<file path="config.mk">
export PLATFORM = sky130hd
export DESIGN_NAME = melody_sequencer
export DESIGN_NICKNAME = d
export VERILOG_FILES = /design/src/rtl/melody_sequencer.sv
export SDC_FILE = /design/constraint.sdc
export NUM_CORES = 1
export LEC_CHECK = 0
export BUFFER_PORTS_ARGS = -buffer_cell sky130_fd_sc_hd__clkbuf_2
export CELL_PAD_IN_SITES_DETAIL_PLACEMENT = 0
export CELL_PAD_IN_SITES_GLOBAL_PLACEMENT = 1
export CORE_MARGIN = 1.5
export CORE_UTILIZATION = 25
export DETAILED_ROUTE_END_ITERATION = 12
export GPL_ROUTABILITY_DRIVEN = 0
export PLACE_DENSITY_LB_ADDON = 0.08
export SLEW_MARGIN = 5
export SYNTH_ARGS = -nofsm -noshare
export SYNTH_HDL_FRONTEND = slang
export SYNTH_SLANG_ARGS = --single-unit
</file>
<file path="constraint.sdc">
create_clock -name clk -period 13.85 [get_ports clk]
set_clock_uncertainty 0.15 [all_clocks]
set_input_delay 2.77 -clock clk [delete_from_list [all_inputs] [get_ports clk]]
set_output_delay 2.77 -clock clk [all_outputs]
set_load 0.02 [all_outputs]
</file>
<file path="src/rtl/melody_sequencer.sv">
// Event-driven tune player feeding Buzzer.music_scale from a constant note table.
// Optional looping background tune when MELODY_BGM_LOOP_EN is defined.
module melody_sequencer #(
  parameter int BEAT_TICKS = 6_250_000,
  parameter int GAP_TICKS  = 500_000
) (
  input  logic       clk,
  input  logic       rst,
  input  logic       i_load_done,
  input  logic       i_perfect,
  input  logic       i_gameover,
  output logic [5:0] music_scale,
  output logic       o_busy,
  output logic [1:0] o_tune_id,
  output logic       o_done
);

  localparam int CW = $clog2(15 * BEAT_TICKS + 1);

  localparam logic [1:0] TUNE_BGM      = 2'd0;
  localparam logic [1:0] TUNE_LAND     = 2'd1;
  localparam logic [1:0] TUNE_PERFECT  = 2'd2;
  localparam logic [1:0] TUNE_GAMEOVER = 2'd3;

  typedef enum logic [1:0] {
    S_IDLE,
    S_NOTE,
    S_GAP
  } state_t;

  state_t        state, state_n;
  logic [1:0]    tune, tune_n;
  logic [2:0]    idx, idx_n;
  logic [CW-1:0] cnt, cnt_n;
  logic          done, done_n;

  logic          gover_q;
  logic          req_valid, req_valid_n;
  logic [1:0]    req_id, req_id_n;

  logic [5:0]    cur_scale;
  logic [3:0]    cur_dur;
  logic [3:0]    nxt_dur;
  logic [CW-1:0] note_len;

  // Entry = {scale[5:0], dur[3:0]}; dur of 0 marks the end of a tune.
  function automatic logic [9:0] entry(input logic [1:0] t, input logic [2:0] i);
    logic [9:0] e;
    e = '0;
    case (t)
      TUNE_LAND: begin
        case (i)
          3'd0: e = {6'd3, 4'd2};
          3'd1: e = {6'd5, 4'd2};
          default: e = '0;
        endcase
      end
      TUNE_PERFECT: begin
        case (i)
          3'd0: e = {6'd1, 4'd1};
          3'd1: e = {6'd3, 4'd1};
          3'd2: e = {6'd5, 4'd1};
          3'd3: e = {6'd8, 4'd3};
          default: e = '0;
        endcase
      end
      TUNE_GAMEOVER: begin
        case (i)
          3'd0: e = {6'd5, 4'd2};
          3'd1: e = {6'd4, 4'd2};
          3'd2: e = {6'd3, 4'd2};
          3'd3: e = {6'd2, 4'd2};
          3'd4: e = {6'd1, 4'd4};
          default: e = '0;
        endcase
      end
      default: begin
`ifdef MELODY_BGM_LOOP_EN
        case (i)
          3'd0: e = {6'd1, 4'd2};
          3'd1: e = {6'd1, 4'd2};
          3'd2: e = {6'd5, 4'd2};
          3'd3: e = {6'd5, 4'd2};
          3'd4: e = {6'd6, 4'd2};
          3'd5: e = {6'd6, 4'd2};
          3'd6: e = {6'd5, 4'd4};
          default: e = '0;
        endcase
`else
        e = '0;
`endif
      end
    endcase
    return e;
  endfunction

  function automatic logic [5:0] scale_at(input logic [1:0] t, input logic [2:0] i);
    return 6'(entry(t, i) >> 4);
  endfunction

  function automatic logic [3:0] dur_at(input logic [1:0] t, input logic [2:0] i);
    return 4'(entry(t, i));
  endfunction

  // Request decode; landings are masked for as long as game-over is asserted.
  always_comb begin
    req_valid_n = 1'b0;
    req_id_n    = TUNE_BGM;
    if (i_gameover && !gover_q) begin
      req_valid_n = 1'b1;
      req_id_n    = TUNE_GAMEOVER;
    end else if (!i_gameover && i_load_done) begin
      req_valid_n = 1'b1;
      req_id_n    = i_perfect ? TUNE_PERFECT : TUNE_LAND;
    end
  end

  always_ff @(posedge clk) begin
    if (rst) begin
      gover_q   <= 1'b0;
      req_valid <= 1'b0;
      req_id    <= '0;
      state     <= S_IDLE;
      tune      <= '0;
      idx       <= '0;
      cnt       <= '0;
      done      <= 1'b0;
    end else begin
      gover_q   <= i_gameover;
      req_valid <= req_valid_n;
      req_id    <= req_id_n;
      state     <= state_n;
      tune      <= tune_n;
      idx       <= idx_n;
      cnt       <= cnt_n;
      done      <= done_n;
    end
  end

  always_comb begin
    cur_scale = scale_at(tune, idx);
    cur_dur   = dur_at(tune, idx);
    nxt_dur   = dur_at(tune, idx + 3'd1);
    note_len  = CW'(cur_dur) * CW'(BEAT_TICKS);

    state_n = state;
    tune_n  = tune;
    idx_n   = idx;
    cnt_n   = cnt + 1'b1;
    done_n  = 1'b0;

    // An accepted request wins even over a natural finish in the same cycle.
    if (req_valid && (state == S_IDLE || req_id >= tune)) begin
      state_n = S_NOTE;
      tune_n  = req_id;
      idx_n   = '0;
      cnt_n   = '0;
    end else begin
      case (state)
        S_IDLE: begin
          cnt_n = '0;
`ifdef MELODY_BGM_LOOP_EN
          if (!i_gameover) begin
            state_n = S_NOTE;
            tune_n  = TUNE_BGM;
            idx_n   = '0;
          end
`endif
        end
        S_NOTE: begin
          if (cnt == note_len - CW'(1)) begin
            cnt_n = '0;
            if (nxt_dur != 4'd0) begin
              state_n = S_GAP;
              idx_n   = idx + 3'd1;
            end else if (tune == TUNE_BGM) begin
              state_n = S_GAP;
              idx_n   = '0;
            end else begin
              state_n = S_IDLE;
              tune_n  = TUNE_BGM;
              idx_n   = '0;
              done_n  = 1'b1;
            end
          end
        end
        S_GAP: begin
          if (cnt == CW'(GAP_TICKS - 1)) begin
            state_n = S_NOTE;
            cnt_n   = '0;
          end
        end
        default: begin
          state_n = S_IDLE;
          cnt_n   = '0;
        end
      endcase
    end
  end

  always_comb begin
    music_scale = (state == S_NOTE) ? cur_scale : '0;
    o_busy      = (state != S_IDLE) && (tune != TUNE_BGM);
    o_tune_id   = o_busy ? tune : TUNE_BGM;
    o_done      = done;
  end

endmodule

</file>
==> impl_metrics.tcl, run 1 <==
set metrics [dict create \
    yosysWarnings 0 \
    critPathCaptureType "flip-flop" \
    timing.final.hold_violations 0 \
    cp-startpoint "idx[2]" \
    cap_violations 0 \
    worst_hold_startpoint "cnt[0]" \
    root_buffer "clkbuf_16" \
    finalWorstSetupSlack_ps 7070 \
    syn_area_sq_um 3810 \
    wl_per_cell_um 16.2 \
    arrival_ps 6770 \
    fin_nets 527 \
    setup_viol 0 \
    slew_headroom_pct 48.6 \
    seq_area_frac_synth_pct 20.5 \
    die-area_sq_um 16000 \
    r2r_start "idx[2]" \
    num_rows 44 \
    status "finished clean" \
    rsz0062_at_grt "false" \
    vias 3348 \
    max_clock_freq_mhz 148 \
    nFillCells 1592 \
    grt_overflow 0 \
    critPathKind "flip-flop to flip-flop" \
    num_io_pins 15 \
    path_max_fanout 27 \
    portBuffers 12 \
    ys_ff_latch 39 \
    cts_max_path_buffers 2 \
    synth_cells 484 \
    die_x_um 126 \
    grt.total_usage_pct 14.2 \
    final.setup.tns_ps 0 \
    ir_drop_v 0.0000525 \
    final_cell_mix "nor2_1 (53), dfxtp_1 (39), ha_1 (36)" \
    grt_max_degree 28 \
    power_leakage_nw 1.59 \
    tightest_slew_ps 767 \
    hold_ws_ps 294 \
    drcViolationCount 0 \
    synthArstFlopShare_pct 0 \
    routed_wl_um 10900 \
    dr.pass1.iters 4 \
    die_y_um 126 \
    clk_pin_slew_ps 70 \
    grt_pass1_wl_um 18100 \
    vias_per_cell 5.00 \
    grt_pass1_vias 3219 \
    regArea_sq_um 781 \
    coreArea_sq_um 14700 \
    dp_hpwl_um 8700 \
    synth_area_per_cell_sq_um 7.87 \
    power_density_nw_per_um2 74.9 \
    min_period_ps 6780 \
    multi_input_area_sq_um 2820 \
    ant_nets 0 \
    fin_util_pct 28.2 \
    synth_edf_count 0 \
    h-tree-depth 2 \
    initial_core_util_pct 25.9 \
    crit_required_ps 13840 \
    antenna_found_initial 0 \
    synth_ff_type "dfxtp_1" \
    synth.distinct_cells 67 \
    layout-drive-gt1-share_pct 7.41 \
    period_share_pct 48.9 \
    synthToLayoutAreaGrowth_pct 8.80 \
    worstHoldPathType "flip-flop to flip-flop" \
    cts_resized 0 \
    insertion_delay_ps 290 \
    drt-initial-drc-count 185 \
    finalMaxSlewViolations 0 \
    n_antenna_cell 0 \
    cts_buffers 5 \
    place_ws_ps 6980 \
    postCtsSetupRepairBufs 0 \
    cts_num_sinks 39 \
    cts_hold_buf 0 \
    final_common_cell "nor2_1" \
    critPathLaunchType "flip-flop" \
    cts_tree "yes" \
]
-- through the flow --
stage	std cells	instance area [sq um]	power, mW
3_5_place_dp	662	4000	0.196
6_report	670	4140	0.311
5_1_grt	670	4140	0.330
4_1_cts	670	4140	0.317
2_1_floorplan	485	3810	0.179
3_3_place_gp	662	4000	0.196
-- routing by layer --
layer | track usage (%) | vias up | share of wire (%)
met5 | 0 | - | 0
met4 | 2.70 | 0 | 0.81
met3 | 1.56 | 7 | 2.0
met2 | 21.8 | 35 | 44
met1 | 21.3 | 1580 | 53
li1 | - | 1726 | -
-- registers in the layout, indices dropped and copies added, names as in the netlist --
register,cells
state,2
gover_q,1
tune,2
req_id,2
o_done,1
idx,3
req_valid,1
cnt,27
-- worst max-delay path, stage by stage (launching register included) --
cell and delay [ps]:
dfxtp_1 520, inv_1 130, ha_1 270, or4_4 580, nand3_1 260, inv_1 230, ha_1 370, ha_1 330
fa_1 520, or2_2 340, nor3_1 310, o2111a_1 350, or4b_1 470, xor3_1 240, o2111ai_1 120, nor3_1 430
a31oi_4 200, o211ai_4 670, nor2_1 120
-- cell type report --
type	instances	share of cell area [%]
Timing Repair Buffer	12	1.45
Clock inverter	3	0.574
Multi-Input combinational cell	398	67.9
Clock buffer	5	3.02
Tap cell	184	5.56
Inverter	29	2.63
Sequential cell	39	18.8
-- final timing paths --
path,to,slack [ps],depth (start not counted)
worst min-delay path,cnt[0],290,1
worst max register to register,cnt[26],7070,18
worst max-delay path,cnt[26],7070,18
worst min register to register,cnt[0],290,1
-- logic make-up (layout without fill, tap and decap cells) --
family,Yosys count,in the layout,synth area share [%]
other cells,1,2,0.0985
buf+inv,48,49,5.68
mux,3,3,0.788
xor+xnor,58,58,14.1
fa+ha+maj,37,37,12.4
simple gates,198,198,27.1
compound gates,100,100,19.4
flops,39,39,20.5
-- cell usage after synthesis, types with 3 or more instances --
library cell / count / area (sq um)
a21boi_0: 3 / 22.5
and2_1: 7 / 43.8
or2_2: 5 / 31.3
nand3b_1: 3 / 22.5
xnor2_1: 34 / 298
nor4_1: 14 / 87.6
nand2_1: 33 / 124
a22oi_1: 4 / 30.0
clkbuf_1: 8 / 30.0
o31ai_1: 8 / 60.1
nor2_1: 53 / 199
buf_6: 3 / 33.8
nor3_1: 11 / 55.1
a31oi_1: 7 / 43.8
nor2b_1: 11 / 68.8
ha_1: 36 / 450
mux2i_1: 3 / 30.0
nand4_1: 10 / 62.6
xor2_1: 22 / 193
o211ai_1: 5 / 37.5
a21oi_1: 20 / 100
a2111oi_0: 4 / 35.0
o21ai_0: 15 / 75.1
dfxtp_1: 39 / 781
and3_1: 11 / 68.8
nor4b_1: 3 / 26.3
or3_1: 6 / 37.5
buf_2: 5 / 25.0
a211o_1: 3 / 26.3
inv_1: 29 / 109
a211oi_1: 4 / 30.0
nand3_1: 14 / 70.1
nand2b_1: 8 / 50.1
nor3b_1: 4 / 30.0
-- power breakdown --
group / internal (mW) / switching, mW / leakage, nW / total [mW]
sequential: 0.114 / 0.00162 / 0.315 / 0.115
clock: 0.0674 / 0.0499 / 0.0664 / 0.117
combinational: 0.0309 / 0.0469 / 1.20 / 0.0778
Power figures use the tool's default switching activity.
==> run 2: changes to the inputs <==
==> constraint.sdc (replaced) <==
create_clock -name clk -period 6.45 [get_ports clk]
set_clock_uncertainty 0.15 [all_clocks]
set_input_delay 1.29 -clock clk [delete_from_list [all_inputs] [get_ports clk]]
set_output_delay 1.29 -clock clk [all_outputs]
set_load 0.02 [all_outputs]
==> run 2 against run 1 <==
Against the previous run: die area did not move; clock power increased by 110%; cell count up 1.3%; critical path type unchanged; sequential cell count unchanged.
==> impl_metrics.tcl, run 2 (same netlist as run 1, synthesis figures left out) <==
set metrics [dict create \
    timing.final.hold_violations 0 \
    reg2reg_slack_ps 550 \
    reg2reg_to "cnt[25]" \
    vias 3386 \
    synthToLayoutAreaGrowth_pct 11.1 \
    clkPwrFrac_pct 37.4 \
    p_switching_mw 0.210 \
    largestRegisters "cnt (27), idx (3)" \
    postCtsSetupRepairBufs 0 \
    routed_wl_um 11200 \
    final_cell_mix "nor2_1 (53), dfxtp_1 (38), ha_1 (35)" \
    cts_num_sinks 39 \
    period_share_pct 91.5 \
    arrival_ps 5970 \
    cts_buffers 5 \
    r2r_start "idx[0]" \
    antenna_found_initial 0 \
    critPathCaptureType "flip-flop" \
    worstHoldPathType "flip-flop to flip-flop" \
    combPwrFrac_pct 25.7 \
    num_rows 44 \
    dr.pass1.iters 4 \
    regMostFlops "cnt" \
    intPower_mw 0.458 \
    layout-drive-gt1-share_pct 10.3 \
    grt_max_degree 28 \
    wl_per_cell_um 16.5 \
    dp_hpwl_um 8960 \
    power_density_nw_per_um2 158 \
    ir_drop_v 0.000119 \
    final.setup.tns_ps 0 \
    vias_per_cell 4.99 \
    setup_viol 0 \
    largest_reg_flops 27 \
    critPathKind "flip-flop to flip-flop" \
    power_leakage_nw 1.63 \
    pwr-share-seq_pct 36.9 \
    crit_required_ps 6520 \
    final_cells 679 \
    critPathLaunchType "flip-flop" \
    drt-initial-drc-count 173 \
    die_x_um 126 \
    rsz0062_at_grt "false" \
    status "finished clean" \
    max_clock_freq_mhz 169 \
    die_y_um 126 \
    portBuffers 12 \
    fin_nets 536 \
    min_path_cells 1 \
    grt_overflow 0 \
    initial_core_util_pct 25.9 \
    insertion_delay_ps 280 \
    cts_tree "yes" \
    switching_share_pct 31.4 \
    dp_cells 671 \
    tightest_slew_ps 630 \
    cap_violations 0 \
    cts_max_path_buffers 2 \
    worst_hold_startpoint "cnt[0]" \
    n_antenna_cell 0 \
    final_common_cell "nor2_1" \
    path_max_fanout 27 \
    clk_pin_slew_ps 70 \
    root_buffer "clkbuf_16" \
    finalMaxSlewViolations 0 \
    ff2ff_path_depth 23 \
    h-tree-depth 2 \
    grt_pass1_vias 3331 \
    min_period_ps 5900 \
    grt.total_usage_pct 14.5 \
    ant_nets 0 \
    drcViolationCount 0 \
    slew_headroom_pct 56.8 \
    die-area_sq_um 16000 \
    hold-path-endpoint "cnt[0]" \
    num_io_pins 15 \
    coreArea_sq_um 14700 \
    grt_pass1_wl_um 18500 \
]
==> run 2: final cells by class <==
cell class                      instances  area [sq um]
Fill cell                            1597         10500
Inverter                               29           109
Timing Repair Buffer                   21           128
Clock inverter                          3          23.8
Clock buffer                            5           125
Tap cell                              184           230
Multi-Input combinational cell        398          2840
Sequential cell                        39           782
==> run 2: what timing repair did <==
action / 4_1_cts / 5_1_grt
setup endpoints to repair: 0 / 34
hold buffers: 0 / 0
gates resized for setup: 0 / 7
==> run 2: worst max-delay path by stage <==
| stage | startpoint | end |
|---|---|---|
| floorplan | idx[2] | cnt[26] |
| global placement | idx[2] | cnt[25] |
| detailed placement | idx[2] | cnt[25] |
| CTS | idx[2] | cnt[25] |
| global route | idx[0] | cnt[25] |
| finish | idx[0] | cnt[25] |
==> run 2: critical path, stage by stage (launching register included) <==
cell and delay [ps]:
dfxtp_1 390, inv_1 100, ha_1 270, nor2b_1 150, o21ai_0 190, o21ai_0 120
nand2_1 80, o21a_1 220, inv_1 140, ha_1 230, and2_1 150, or2_2 290
ha_1 500, a31oi_1 170, a211oi_1 500, o21ai_0 320, a211o_1 390, o31ai_1 250
a21oi_1 100, a211o_1 370, a31oi_4 260, o211ai_4 110, buf_4 230, nor2_1 130
==> run 2: power by group through the flow <==
| stage | Combinational (mW) | Clock [mW] | Sequential [mW] |
|---|---|---|---|
| after CTS | 0.172 | 0.260 | 0.246 |
| after floorplan | 0.133 | 0 | 0.251 |
| after global routing | 0.194 | 0.270 | 0.247 |
| after global placement | 0.171 | 0 | 0.252 |
| after detailed placement | 0.171 | 0 | 0.252 |
| final | 0.172 | 0.250 | 0.247 |
==> run 2: metal layers <==
metal	share of wire (%)	vias to the layer above	global-route usage, %
met2	43	34	22.1
li1	-	1737	-
met4	0.99	0	2.77
met1	54	1605	22.0
met3	2.1	10	1.69
met5	0	-	0
==> run 2: through the flow <==
stage / util (%) / worst slack (ps) / instance area, sq um / power (mW) / hold slack (ps)
floorplan: - / 704 / 3810 / 0.384 / 267
global placement: 27.6 / 290 / 4060 / 0.423 / 280
detailed placement: 27.6 / 216 / 4060 / 0.423 / 290
CTS: 28.7 / 193 / 4210 / 0.679 / 299
global route: 28.8 / 11.7 / 4230 / 0.711 / 346
finish: 28.8 / 550 / 4230 / 0.668 / 300
==> run 3: changes to the inputs <==
--- a/config.mk
+++ b/config.mk
@@ -6,8 +6,8 @@
 export NUM_CORES = 1
 export LEC_CHECK = 0
 export BUFFER_PORTS_ARGS = -buffer_cell sky130_fd_sc_hd__clkbuf_2
-export CELL_PAD_IN_SITES_DETAIL_PLACEMENT = 0
-export CELL_PAD_IN_SITES_GLOBAL_PLACEMENT = 1
+export CELL_PAD_IN_SITES_DETAIL_PLACEMENT = 2
+export CELL_PAD_IN_SITES_GLOBAL_PLACEMENT = 2
 export CORE_MARGIN = 1.5
 export CORE_UTILIZATION = 25
 export DETAILED_ROUTE_END_ITERATION = 12
==> run 3 against run 2 <==
Against the previous run: sequential share of layout area down 0.25 points; combinational power about the same; worst setup slack worse by 99 ps; first-iteration DRC count decreased by 15%; non-clock buffer count unchanged; largest cell class unchanged; largest power group unchanged.
==> impl_metrics.tcl, run 3 (same netlist as run 1, synthesis figures left out) <==
set metrics [dict create \
    die_x_um 126 \
    busiest_layer "met2" \
    wl_per_cell_um 18.3 \
    vias 3506 \
    reg2reg_slack_ps 450 \
    slew_headroom_pct 52.0 \
    switching_share_pct 27.8 \
    grt_overflow 0 \
    max_clock_freq_mhz 167 \
    final.setup.tns_ps 0 \
    vias_per_cell 5.16 \
    coreArea_sq_um 14700 \
    power.total_mw 0.742 \
    regArea_sq_um 782 \
    critPathKind "flip-flop to flip-flop" \
    fin_util_pct 29.2 \
    multi_input_area_sq_um 2840 \
    tightest_slew_ps 702 \
    cts_buffers 5 \
    ir_drop_v 0.000151 \
    intPower_mw 0.536 \
    drt-initial-drc-count 147 \
    cts_num_sinks 39 \
    fin_nets 536 \
    grt_pass1_wl_um 20400 \
    critPathCaptureType "flip-flop" \
    ant_nets 0 \
    combPwrFrac_pct 23.6 \
    grtUsageMet1_pct 22.2 \
    cap_violations 0 \
    crit_required_ps 6510 \
    clkPwrFrac_pct 43.2 \
    critPathLaunchType "flip-flop" \
    placed_cell_area_sq_um 4080 \
    initial_core_util_pct 25.9 \
    layout-drive-gt1-share_pct 10.1 \
    rsz0062_at_grt "false" \
    grt_pass1_vias 3829 \
    dr.pass1.iters 4 \
    power_density_nw_per_um2 173 \
    grt_max_degree 28 \
    use_met2_pct 27.2 \
    final_common_cell "nor2_1" \
    routed_wl_um 12400 \
    die-area_sq_um 16000 \
    cts_hold_buf 0 \
    status "finished clean" \
    p_switching_mw 0.207 \
    synthToLayoutAreaGrowth_pct 12.7 \
    insertion_delay_ps 280 \
    setup_viol 0 \
    portBuffers 12 \
    largestRegisters "cnt (27), idx (3)" \
    dp_hpwl_um 10100 \
    arrival_ps 6060 \
    final_area_sq_um 4290 \
    final_cell_mix "nor2_1 (53), dfxtp_1 (38), ha_1 (35)" \
    root_buffer "clkbuf_16" \
    num_io_pins 15 \
    pwr-share-seq_pct 33.2 \
    drcViolationCount 0 \
    die_y_um 126 \
    h-tree-depth 2 \
    cts_max_path_buffers 2 \
    nFillCells 1701 \
    clk_pin_slew_ps 60 \
    finalMaxSlewViolations 0 \
    n_antenna_cell 0 \
    use_met3_pct 1.60 \
    min_period_ps 6000 \
    num_rows 44 \
    antenna_found_initial 0 \
    grt.total_usage_pct 16.0 \
    worstHoldPathType "flip-flop to flip-flop" \
    timing.final.hold_violations 0 \
    period_share_pct 93.0 \
    cts_tree "yes" \
    regMostFlops "cnt" \
    largest_reg_flops 27 \
    path_max_fanout 8 \
    power_leakage_nw 1.66 \
]
==> run 3: changes by cell type in the layout (fill, tap and decap cells not counted), sizes merged <==
| cell | before | now |
|---|---|---|
| bufinv | 0 | 2 |
| inv | 30 | 29 |
| clkinvlp | 2 | 0 |
| clkbuf | 17 | 18 |
==> run 3: worst paths after layout <==
kind / startpoint / to / depth (start not counted)
worst max-delay path: idx[0] / idx[1] / 22
worst min-delay path: cnt[0] / cnt[0] / 1
worst max register to register: idx[0] / idx[1] / 22
worst min register to register: cnt[0] / cnt[0] / 1
==> run 3: worst max-delay path, cell delays in order (launching register included) <==
cell	delay, ps
dfxtp_1	390
inv_1	100
ha_1	270
nor2b_1	150
o21ai_0	220
o21ai_0	130
nand2_1	80
o21a_1	220
ha_1	290
ha_1	280
ha_1	270
fa_1	500
or2_2	350
nor3_2	260
o2111a_1	350
or4b_1	470
xor3_1	220
o2111ai_1	110
nor3_1	210
buf_4	180
nand4_2	200
or3b_1	400
a21oi_1	130
==> run 3: repair_timing <==
item / in CTS / in global routing
gates resized for setup: 0 / 7
buffers inserted: 0 / 0
setup endpoints to repair: 0 / 34
==> run 3: cell type report <==
class                           count  share of cell area (%)
Clock buffer                        6                    3.00
Clock inverter                      2                    1.40
Inverter                           29                    2.54
Multi-Input combinational cell    398                    66.2
Sequential cell                    39                    18.2
Tap cell                          184                    5.36
Timing Repair Buffer               21                    3.27
==> run 3: per-layer routing <==
metal | part of all wire (%) | routed length, um
met5 | 0 | 0
met1 | 50 | 6160
met3 | 2.6 | 322
met4 | 0.70 | 87
met2 | 47 | 5860
==> run 3: metrics by stage <==
step | setup slack (ps) | instances | hold slack [ps]
after detailed placement | 228 | 671 | 293
after global placement | 402 | 671 | 290
after global routing | 13.4 | 679 | 316
after floorplan | 704 | 485 | 267
after CTS | 195 | 679 | 308
final | 452 | 679 | 297
==> run 3: power by group through the flow <==
stage | Clock (mW) | Sequential (mW) | Combinational [mW]
5_1_grt | 0.340 | 0.247 | 0.196
3_5_place_dp | 0 | 0.252 | 0.176
2_1_floorplan | 0 | 0.251 | 0.133
4_1_cts | 0.331 | 0.246 | 0.177
6_report | 0.321 | 0.247 | 0.175
3_3_place_gp | 0 | 0.252 | 0.174
